$ cat src/rtl/run_ctrl_pkg.sv
// Shared types and constants for the run/timeout controller and its watchdog.
package run_ctrl_pkg;

  typedef enum logic [2:0] {
    ST_IDLE,
    ST_LAUNCH,
    ST_RUN,
    ST_FLUSH,
    ST_DONE
  } run_state_e;

  typedef enum logic [1:0] {
    STATUS_NONE    = 2'b00,
    STATUS_OK      = 2'b01,
    STATUS_TIMEOUT = 2'b10
  } run_status_e;

  localparam logic [31:0] RUN_TIMEOUT_DEFAULT = 32'h7735_9400;
  localparam logic [31:0] RUN_CYCLES_MAX      = 32'hFFFF_FFFF;

endpackage

$ cat src/rtl/run_timeout_ctrl_wdt.sv
// Watchdog down-counter: load/reload to LOAD_VALUE, count down while enabled,
// clear to zero whenever neither loading nor enabled; expires at a count of 1.
module wdt_down_cnt
  import run_ctrl_pkg::*;
#(
  parameter logic [31:0] LOAD_VALUE = RUN_TIMEOUT_DEFAULT
) (
  input  logic clk_i,
  input  logic rst_i,
  input  logic load_i,
  input  logic reload_i,
  input  logic enable_i,
  output logic expire_o
);

  logic [31:0] cnt_q, cnt_d;

  always_comb begin
    cnt_d = '0;
    if (load_i) begin
      cnt_d = LOAD_VALUE;
    end else if (enable_i) begin
      if (reload_i) begin
        cnt_d = LOAD_VALUE;
      end else if (cnt_q != '0) begin
        cnt_d = cnt_q - 32'd1;
      end
    end
  end

  always_ff @(posedge clk_i) begin
    if (rst_i) begin
      cnt_q <= '0;
    end else begin
      cnt_q <= cnt_d;
    end
  end

  assign expire_o = (cnt_q == 32'd1);

endmodule

$ cat src/rtl/run_timeout_ctrl.sv
// Host-facing run controller with watchdog timeout and datapath flush.
// Define RUN_CYCLE_CNT_EN to add the run_cycles elapsed-cycle counter port.
module run_timeout_ctrl
  import run_ctrl_pkg::*;
#(
  parameter logic [31:0] TIMEOUT_CYCLES = RUN_TIMEOUT_DEFAULT,
  parameter int unsigned FLUSH_CYCLES   = 16
) (
  input  logic        aclk,
  input  logic        areset,
  input  logic        ap_start,
  output logic        ap_ready,
  output logic        ap_idle,
  output logic        ap_done,
  output logic        dp_start,
  input  logic        dp_done,
  input  logic        dp_progress,
  output logic        dp_abort,
  output logic        timeout_pulse,
  output logic [1:0]  status
`ifdef RUN_CYCLE_CNT_EN
  ,
  output logic [31:0] run_cycles
`endif
);

  run_state_e  state_q, state_d;
  run_status_e status_q, status_d;
  logic [31:0] flush_q, flush_d;
  logic        wdt_load, wdt_enable, wdt_expire;
  logic        timeout_c;

  wdt_down_cnt #(
    .LOAD_VALUE(TIMEOUT_CYCLES)
  ) u_wdt (
    .clk_i   (aclk),
    .rst_i   (areset),
    .load_i  (wdt_load),
    .reload_i(dp_progress),
    .enable_i(wdt_enable),
    .expire_o(wdt_expire)
  );

  always_comb begin
    state_d   = state_q;
    status_d  = status_q;
    flush_d   = '0;
    wdt_load  = 1'b0;
    timeout_c = 1'b0;
    unique case (state_q)
      ST_IDLE: begin
        if (ap_start) state_d = ST_LAUNCH;
      end
      ST_LAUNCH: begin
        wdt_load = 1'b1;
        status_d = STATUS_NONE;
        state_d  = ST_RUN;
      end
      ST_RUN: begin
        // Completion wins over expiry; a heartbeat in the expiry cycle cancels it.
        if (dp_done) begin
          state_d  = ST_DONE;
          status_d = STATUS_OK;
        end else if (wdt_expire && !dp_progress) begin
          timeout_c = 1'b1;
          state_d   = ST_FLUSH;
        end
      end
      ST_FLUSH: begin
        if (flush_q == 32'(FLUSH_CYCLES - 1)) begin
          state_d  = ST_DONE;
          status_d = STATUS_TIMEOUT;
        end else begin
          flush_d = flush_q + 32'd1;
        end
      end
      ST_DONE: begin
        state_d = ST_IDLE;
      end
      default: begin
        state_d = ST_IDLE;
      end
    endcase
  end

  // Watchdog only runs while staying in RUN, so it reads zero once RUN is left.
  assign wdt_enable = (state_q == ST_RUN) && (state_d == ST_RUN);

  always_ff @(posedge aclk) begin
    if (areset) begin
      state_q  <= ST_IDLE;
      status_q <= STATUS_NONE;
      flush_q  <= '0;
    end else begin
      state_q  <= state_d;
      status_q <= status_d;
      flush_q  <= flush_d;
    end
  end

  assign ap_idle       = areset || (state_q == ST_IDLE);
  assign ap_ready      = !areset && (state_q == ST_LAUNCH);
  assign dp_start      = !areset && (state_q == ST_LAUNCH);
  assign ap_done       = !areset && (state_q == ST_DONE);
  assign dp_abort      = !areset && (state_q == ST_FLUSH);
  assign timeout_pulse = !areset && timeout_c;
  assign status        = areset ? STATUS_NONE : status_q;

`ifdef RUN_CYCLE_CNT_EN
  logic [31:0] run_cycles_q, run_cycles_d;

  always_comb begin
    run_cycles_d = run_cycles_q;
    if (state_q == ST_LAUNCH) begin
      run_cycles_d = 32'd1;
    end else if (((state_q == ST_RUN) || (state_q == ST_FLUSH)) &&
                 (run_cycles_q != RUN_CYCLES_MAX)) begin
      run_cycles_d = run_cycles_q + 32'd1;
    end
  end

  always_ff @(posedge aclk) begin
    if (areset) begin
      run_cycles_q <= '0;
    end else begin
      run_cycles_q <= run_cycles_d;
    end
  end

  assign run_cycles = areset ? '0 : run_cycles_q;
`endif

endmodule

$ cat config.mk
export PLATFORM = sky130hd
export DESIGN_NAME = run_timeout_ctrl
export DESIGN_NICKNAME = d
export VERILOG_FILES = /design/src/rtl/run_ctrl_pkg.sv /design/src/rtl/run_timeout_ctrl_wdt.sv /design/src/rtl/run_timeout_ctrl.sv
export SDC_FILE = /design/constraint.sdc
export NUM_CORES = 1
export LEC_CHECK = 0
export CORE_ASPECT_RATIO = 0.6
export CORE_MARGIN = 1.5
export CORE_UTILIZATION = 45
export DETAILED_ROUTE_END_ITERATION = 10
export PLACE_DENSITY_LB_ADDON = 0.05
export SKIP_LAST_GASP = 1
export SYNTH_ARGS = -nofsm -noshare
export SYNTH_HDL_FRONTEND = slang
export SYNTH_SLANG_ARGS = --single-unit
$ cat constraint.sdc
create_clock -name aclk -period 3.82 [get_ports aclk]
set_input_delay 0.382 -clock aclk [delete_from_list [all_inputs] [get_ports aclk]]
set_output_delay 0.382 -clock aclk [all_outputs]
set_load 0.05 [all_outputs]
## Word level (Yosys, flattened, before mapping)

Index checks and enable logic that the tools add are counted.

| storage, ports and cells | value |
|---|---|
| output and inout port bits | 8 |
| bits in registers | 69 |
| input port bits | 5 |

| cells by class | value |
|---|---|
| reduce and logical (&&, ||, !) cells | 15 |
| mux-type cells | 17 |
| add/sub/neg operators | 2 |
| equality and inequality tests | 9 |
| bitwise logic cells | 3 |

Operators by type and width:

| cell | count |
|---|---|
| two-way mux 31 bit | 4 |
| adder 32 x 1 -> 32 bit, second input constant | 1 |
| equality test 32 x 1 -> 1 bit, second input constant | 1 |
| equality test 32 x 4 -> 1 bit, second input constant | 1 |
| nonzero test 32 bit | 1 |
| subtractor 32 x 1 -> 32 bit, second input constant | 1 |
| two-way mux 3 bit | 4 |
| case mux 3 bit (4 select lines) | 1 |
| equality test 3 x 2 -> 1 bit, second input constant | 3 |
| logical AND 1 bit | 6 |
| two-way mux 2 bit | 3 |
| case mux 2 bit (3 select lines) | 1 |
| OR reduction 5 bit | 1 |
| two-way mux 1 bit | 4 |
| != test 2 bit, second input constant | 2 |
| equality test 3 x 1 -> 1 bit, second input constant | 1 |
| equality test 3 bit, second input constant | 1 |
| logical NOT 3 bit | 1 |
| inverter 1 bit | 3 |
| AND reduction 3 bit | 1 |
| nonzero test 3 bit | 1 |
| OR reduction 3 bit | 1 |
| logical NOT 1 bit | 2 |
| logical OR 1 bit | 1 |

## Logic depth before layout (Yosys ltp)

Gate-level depths: netlist of run 1.

| depth | value |
|---|---|
| word-level depth | 9 |
| gate-level depth with buffers | 8 |

## By module

Synthesis of run 1 repeated with hierarchy kept, for this count alone.

| unflattened totals | value |
|---|---|
| cell total of the unflattened synthesis | 397 |
| area, all modules | 3529.6 µm² |

By module, submodules not included:

| module | sequential area each (µm²) | cells each | instances | area an instance (µm²) |
|---|---|---|---|---|
| run_timeout_ctrl | 740.7 | 225 | 1 | 1876.8 |
| wdt_down_cnt | 640.6 | 172 | 1 | 1652.8 |

## Least setup slack after synthesis of run 1

OpenSTA, ideal clock, no wires.

| path | value |
|---|---|
| kind | input-to-output |
| start | in areset |
| end | out ap_done |
| path buffers | 1 |
| required time | 3.438 ns |
| arrival | 2.190 ns |
| setup slack | 1.248 ns |
| stages | 2 |
| cells stage by stage | clkbuf_1 nor4b_1 |

| on the way | value |
|---|---|
| cells in the longest elaborated chain, start to end | 2 |

Ends and longest elaborated chain:

| item | line | RTL |
|---|---|---|
| start: declaration | run_timeout_ctrl.sv:10 | `input logic areset,` |
| logical NOT 1 bit | run_timeout_ctrl.sv:104 | `assign ap_done = !areset && (state_q == ST_DONE);` |
| logical AND 1 bit | run_timeout_ctrl.sv:104 |  |
| end: declaration | run_timeout_ctrl.sv:14 | `output logic ap_done,` |

Every way passes these cells.

## Worst setup path after layout of run 1

| path | value |
|---|---|
| start | reg u_wdt.cnt_q[29] |
| end | out timeout_pulse |

| on the way | value |
|---|---|
| cells in the longest elaborated chain, start to end | 6 |

Ends and longest elaborated chain:

| item | line | RTL |
|---|---|---|
| start: declaration | run_timeout_ctrl_wdt.sv:16 | `logic [31:0] cnt_q, cnt_d;` |
| start signal: assignment | run_timeout_ctrl_wdt.sv:35 | `cnt_q <= cnt_d;` |
| equality test 32 x 1 -> 1 bit | run_timeout_ctrl_wdt.sv:39 | `assign expire_o = (cnt_q == 32'd1);` |
| logical AND 1 bit | run_timeout_ctrl.sv:64 | `end else if (wdt_expire && !dp_progress) begin` |
| two-way mux 1 bit | run_timeout_ctrl.sv:64 |  |
| two-way mux 1 bit | run_timeout_ctrl.sv:61 | `if (dp_done) begin` |
| two-way mux 1 bit | run_timeout_ctrl.sv:50 | `unique case (state_q)` |
| logical AND 1 bit | run_timeout_ctrl.sv:106 | `assign timeout_pulse = !areset && timeout_c;` |
| end: declaration | run_timeout_ctrl.sv:19 | `output logic timeout_pulse,` |

Every way passes these cells.

==> results of run 1 <==
-- flip-flops by register name (all words and copies together), names as in the netlist --
register / flops
u_wdt.cnt_q: 32
state_q: 3
status_q: 2
flush_q: 32
-- cell families (layout without fill, tap and decap cells) --
family          Yosys count  after routing  share of synthesized area, %
buf+inv                  26             39                          3.31
fa+ha+maj                 4              4                          1.47
flops                    69             69                          40.6
xor+xnor                 47             47                          12.1
simple gates            211            211                          33.3
mux                       6              6                          1.95
compound gates           38             38                          7.22
-- power groups by stage --
| stage | logic (mW) | clock network [mW] | registers (mW) |
|---|---|---|---|
| after global routing | 0.239 | 0.798 | 0.753 |
| after floorplan | 0.178 | 0 | 0.759 |
| final | 0.218 | 0.743 | 0.752 |
| after CTS | 0.216 | 0.769 | 0.751 |
| after global placement | 0.213 | 0 | 0.766 |
| after detailed placement | 0.215 | 0 | 0.767 |
-- worst register-to-register path, stage by stage (launching register included) --
cell and delay (ns):
dfxtp_1 0.33, nor4_1 0.48, nand4_1 0.26, o41ai_2 0.56, or3_1 0.64, nor2_1 0.12
-- through the flow --
step / utilization (%) / power [mW] / worst slack, ns / hold slack [ns]
final: 52.9 / 1.71 / 0.758 / 0.460
after global routing: 52.9 / 1.79 / 0.612 / 0.489
after CTS: 52.9 / 1.74 / 0.763 / 0.462
after detailed placement: 49.3 / 0.982 / 0.892 / 0.455
after global placement: 49.3 / 0.980 / 0.948 / 0.447
after floorplan: - / 0.937 / 1.25 / 0.430
-- final timing paths --
path | to | from | depth (start not counted)
worst min-delay path | flush_q[0]$_SDFF_PP0_ | flush_q[0]$_SDFF_PP0_ | 1
worst max register to register | u_wdt.cnt_q[9]$_SDFF_PP0_ | u_wdt.cnt_q[29]$_SDFF_PP0_ | 5
worst min register to register | flush_q[0]$_SDFF_PP0_ | flush_q[0]$_SDFF_PP0_ | 1
worst max-delay path | timeout_pulse | u_wdt.cnt_q[29]$_SDFF_PP0_ | 6
-- final cells by class --
| type | count | area, µm² |
|---|---|---|
| Multi-Input combinational cell | 306 | 1910 |
| Sequential cell | 69 | 1380 |
| Fill cell | 704 | 3440 |
| Inverter | 8 | 30.0 |
| Tap cell | 104 | 130 |
| Timing Repair Buffer | 16 | 150 |
| Clock inverter | 2 | 10.0 |
| Clock buffer | 13 | 250 |
-- cells in the mapped netlist, types with 5 or more instances --
cell type | instances | area (µm²)
a21oi_1 | 7 | 35.0
and3_1 | 5 | 31.3
and4_1 | 5 | 43.8
clkbuf_1 | 15 | 56.3
dfxtp_1 | 69 | 1380
inv_1 | 8 | 30.0
mux2_2 | 5 | 56.3
nand2_1 | 22 | 82.6
nand3_1 | 21 | 105
nand4_1 | 14 | 87.6
nor2_1 | 75 | 282
nor2b_1 | 7 | 43.8
nor3_1 | 21 | 105
nor4_1 | 15 | 93.8
nor4_4 | 5 | 106
o21ai_0 | 17 | 85.1
or3_1 | 5 | 31.3
xnor2_1 | 21 | 184
xor2_1 | 26 | 228
-- layer usage --
layer / part of all wire (%) / track usage, %
met3: 5.6 / 6.08
met4: 0.93 / 7.41
met2: 35 / 22.1
met1: 59 / 33.2
met5: 0 / 0
==> metrics.csv, run 1 <==
stage,metric,value,unit
drt,wl_per_cell,14.0,µm
layout,nets,419,
clocking,cts_setup_buffers,0,
synth,syn_nets,410,
worst_hold_path,hp-class,flip-flop to flip-flop,
pwr,p_sw_share,25.2,%
drt,drt_wl_total,7270,µm
sta,fin_crit_sh,80.1,%
clocking,cts_sinks,69,
floorplan,row_count,24,
floorplan,ios,13,
global_route,grt_pass1_vias,2362,
sta,slew_headroom,46.0,%
setup_path,rrSetupSlack,1.30,ns
synth,synth_area,3400,µm²
pwr,intPower,1.28,mW
drt,num_vias,2738,
clocking,postCtsHoldBufs,0,
sta,fmax,327,MHz
sta,setup_viol,0,
setup_path,crit_slowest_cell,clkdlybuf4s50_1,
pwr,power_density,444,nW/µm²
setup_path,worstSetupStartpointType,flip-flop,
placed_design,placed_area,3600,µm²
drt,avgViaCountPerCell,5.29,
floorplan,start_util,46.6,%
placed_design,post-dp-hpwl,5110,µm
layout,n_antenna_cell,0,
layout,stdcell_count,518,
synth,synth_edf_count,0,
global_route,grt_max_degree,25,
setup_path,crit_path_max_incr_delay,0.82,ns
sta,rsz0062_at_grt,false,
drt,drc,0,
synth,syn_inst,401,
sta,tightest_slew,0.801,ns
drt,first_iter_violations,283,
synth,ys_ff_latch,69,
setup_path,timing_worst_setup_path_type,flip-flop to output pin,
floorplan,core,7300,µm²
pwr,combPwrFrac,12.7,%
pwr,vdd_drop_max,0.270,mV
sta,fin_setup_tns,0,ns
layout,drive_gt1_share,8.21,%
clocking,clockBufferDepth,2,
layout,final_common_cell,nor2_1,
synth,synth_cell_type_count,42,
sta,fin_crit,3.06,ns
floorplan,die_h,70.3,µm
setup_path,crit_fanout,4,
sta,drv_slew,0,
synth,seq_area_frac_synth,40.6,%
synth,avgSynthCellArea,8.47,µm²
setup_path,cp.required,3.44,ns
drt,drt_first_pass_iters,4,
run_status,status,finished clean,
clocking,cts_tree,yes,
layout,layout_common_cells,"nor2_1, dfxtp_1, xor2_1",
sta,worst_clock_skew,0.00612,ns
floorplan,die_w,115,µm
synth,async_reset_ff_share,0,%
setup_path,crit_buf_inv,1,
sta,hold_violations,0,
placed_design,routabilityCongestion,0.820,
synth,yosys_warnings,0,
pwr,clkPwrFrac,43.4,%
setup_path,critPathCaptureType,output pin,
clocking,numCtsBuffers,9,
layout,design_area,3860,µm²
layout,area_growth,13.6,%
pwr,switchingPower,0.432,mW
placed_design,placed_cells,503,
clocking,post_cts_resized,0,
global_route,grt_pass1_wl,12200,µm
setup_path,crit_family,simple AND/OR/NAND/NOR gates,
floorplan,die-area,8100,µm²
setup_path,crit_chain,nor4_1 -> nand4_1 -> nor3_1 -> nand2_1 -> nor2_1 -> clkdlybuf4s50_1,
global_route,grt_overflow,0,
pwr,seq_power_share,43.9,%
clocking,root_buffer,clkbuf_16,
setup_path,arrival,2.68,ns
synth,yosys_most_used_dff,dfxtp_1,
placed_design,portBuffers,12,
drt,ant_nets,0,
clocking,h-tree-depth,3,
flow_run,cap_violations,0,
clocking,clk_pin_slew,0.05,ns
global_route,grt_antenna_before_repair,0,
clocking,clk_latency,0.33,ns
global_route,grt.total_usage,19.9,%
pwr,p_leak,1.47,nW
Note: power is estimated with default switching activity, not from simulation.
==> inputs of run 2 (changes only) <==
==> constraint.sdc (replaced) <==
create_clock -name aclk -period 2.53 [get_ports aclk]
set_input_delay 0.253 -clock aclk [delete_from_list [all_inputs] [get_ports aclk]]
set_output_delay 0.253 -clock aclk [all_outputs]
set_load 0.05 [all_outputs]
==> run 2 against run 1 <==
Total power up 60%. Via count up 0.62%. Clock power up 68%. Cell count up 2.3%. Worst setup slack worse by 0.55 ns. Register-to-register slack worse by 0.92 ns. Clock-buffer cell count up 1. First-iteration DRC count down 33%. Wire length up 5.1%. Critical path type unchanged. Largest power group is now clock. Highest routed layer unchanged.
==> metrics.csv, run 2 (synthesis results as in run 1) <==
stage,metric,value,unit
sta,tightest_slew,0.509,ns
layout,area_growth,18.0,%
sta,fmax,432,MHz
drt,drt_first_pass_iters,5,
drt,drt_wl_total,7650,µm
sta,hold_violations,0,
setup_path,cp.required,2.28,ns
global_route,grt.total_usage,20.8,%
pwr,p_sw_share,23.9,%
sta,drv_slew,0,
drt,ant_nets,0,
sta,fin_crit,2.32,ns
sta,worst_clock_skew,0.00591,ns
clocking,cts_tree,yes,
global_route,grt_pass1_vias,2447,
clocking,numCtsBuffers,9,
layout,top_regs,"flush_q: 32 flops, u_wdt.cnt_q: 32 flops, state_q: 3 flops",
layout,nets,431,
setup_path,crit_path_max_incr_delay,0.40,ns
run_status,status,finished clean,
pwr,vdd_drop_max,0.433,mV
clocking,clk_latency,0.33,ns
drt,num_vias,2755,
sta,rsz0062_at_grt,false,
clocking,cts_sinks,69,
placed_design,portBuffers,12,
sta,slew_headroom,66.0,%
setup_path,crit_chain,nor4_1 -> nand4_1 -> nor3_1 -> nand2_1 -> nor2_1 -> buf_12,
drt,wl_per_cell,14.4,µm
placed_design,place_ws,0.377,ns
setup_path,worstSetupStartpointType,flip-flop,
clocking,root_buffer,clkbuf_16,
floorplan,die-area,8100,µm²
placed_design,routabilityCongestion,0.835,
clocking,clk_pin_slew,0.05,ns
floorplan,ios,13,
floorplan,die_w,115,µm
pwr,power_density,682,nW/µm²
pwr,seq_power_share,41.5,%
pwr,p_leak,1.56,nW
drt,first_iter_violations,189,
setup_path,crit_fanout,4,
setup_path,rr_worst_depth,6,
floorplan,core,7300,µm²
global_route,grtUsageMet2,22.8,%
worst_hold_path,hp-class,flip-flop to flip-flop,
pwr,combPwrFrac,12.9,%
floorplan,die_h,70.3,µm
pwr,switchingPower,0.653,mW
sta,fin_setup_tns,0,ns
layout,layout_common_cells,"nor2_1, dfxtp_1, xor2_1",
pwr,clkPwrFrac,45.5,%
setup_path,timing_worst_setup_path_type,flip-flop to output pin,
drt,drc,0,
setup_path,crit_buf_inv,1,
sta,fin_ws,0.213,ns
global_route,use_met3,9.03,%
placed_design,post-dp-hpwl,5530,µm
pwr,intPower,2.08,mW
setup_path,arrival,2.06,ns
layout,drive_gt1_share,12.4,%
floorplan,start_util,46.6,%
global_route,use_met1,34.4,%
sta,fin_crit_sh,91.6,%
sta,setup_viol,0,
global_route,top_usage_layer,met1,
global_route,grt_pass1_wl,12700,µm
floorplan,row_count,24,
layout,final_common_cell,nor2_1,
setup_path,crit_slowest_cell,nor4_1,
clocking,postCtsHoldBufs,0,
layout,n_antenna_cell,0,
clocking,clockBufferDepth,2,
setup_path,crit_cells,6,
global_route,grt_max_degree,33,
setup_path,critPathCaptureType,output pin,
flow_run,cap_violations,0,
global_route,grt_overflow,0,
setup_path,crit_family,simple AND/OR/NAND/NOR gates,
global_route,grt_antenna_before_repair,0,
drt,avgViaCountPerCell,5.20,
worst_hold_path,worstHoldPathCells,2,
clocking,h-tree-depth,3,
-- run 2: per-stage QoR --
| step | power, mW | util [%] | hold WS, ns | instance area (µm²) | cells |
|---|---|---|---|---|---|
| global route | 2.86 | 55.0 | 0.497 | 4010 | 530 |
| floorplan | 1.41 | - | 0.412 | 3400 | 401 |
| finish | 2.74 | 55.0 | 0.461 | 4010 | 530 |
| global placement | 1.50 | 50.7 | 0.444 | 3700 | 513 |
| CTS | 2.75 | 54.7 | 0.464 | 3990 | 528 |
| detailed placement | 1.50 | 50.7 | 0.457 | 3700 | 513 |
-- run 2: repair_timing --
item | in CTS | in global routing
resized for setup | 0 | 1
buffers inserted | 0 | 2
endpoints found under the setup margin | 0 | 1
endpoints found under the hold margin | 0 | 0
-- run 2: power groups by stage --
stage          Sequential, mW  Combinational, mW  Clock [mW]
3_5_place_dp             1.16              0.342           0
6_report                 1.14              0.354        1.25
3_3_place_gp             1.16              0.342           0
2_1_floorplan            1.15              0.268           0
4_1_cts                  1.13              0.343        1.28
5_1_grt                  1.14              0.390        1.33
-- run 2: per-layer routing --
metal | share of wire, % | wire length [µm]
met1 | 58 | 4430
met2 | 34 | 2580
met3 | 7.5 | 570
met4 | 0.75 | 57
met5 | 0 | 0
-- run 2: worst register-to-register path: stages, from the launching register on --
cell and delay (ns):
dfxtp_1 0.33, nor4_1 0.40, nand4_1 0.25, o41ai_2 0.55, or3_1 0.17, buf_4 0.24
nor2_1 0.09
-- run 2: path summary, 6_finish.rpt --
path,start,end,slack (ns)
setup / recovery,u_wdt.cnt_q[29]$_SDFF_PP0_,timeout_pulse,0.21
hold / removal,u_wdt.cnt_q[7]$_SDFF_PP0_,u_wdt.cnt_q[7]$_SDFF_PP0_,0.46
setup reg to reg,u_wdt.cnt_q[29]$_SDFF_PP0_,u_wdt.cnt_q[23]$_SDFF_PP0_,0.38
hold reg to reg,u_wdt.cnt_q[7]$_SDFF_PP0_,u_wdt.cnt_q[7]$_SDFF_PP0_,0.46
-- run 2: final cells by class --
cell class	instances	area, µm²
clock buffer	14	264
clock inverter	1	30.0
fill	679	3290
inverter	8	30.0
multi-input combinational	306	1910
sequential	69	1380
tap	104	130
timing repair buffer	28	263
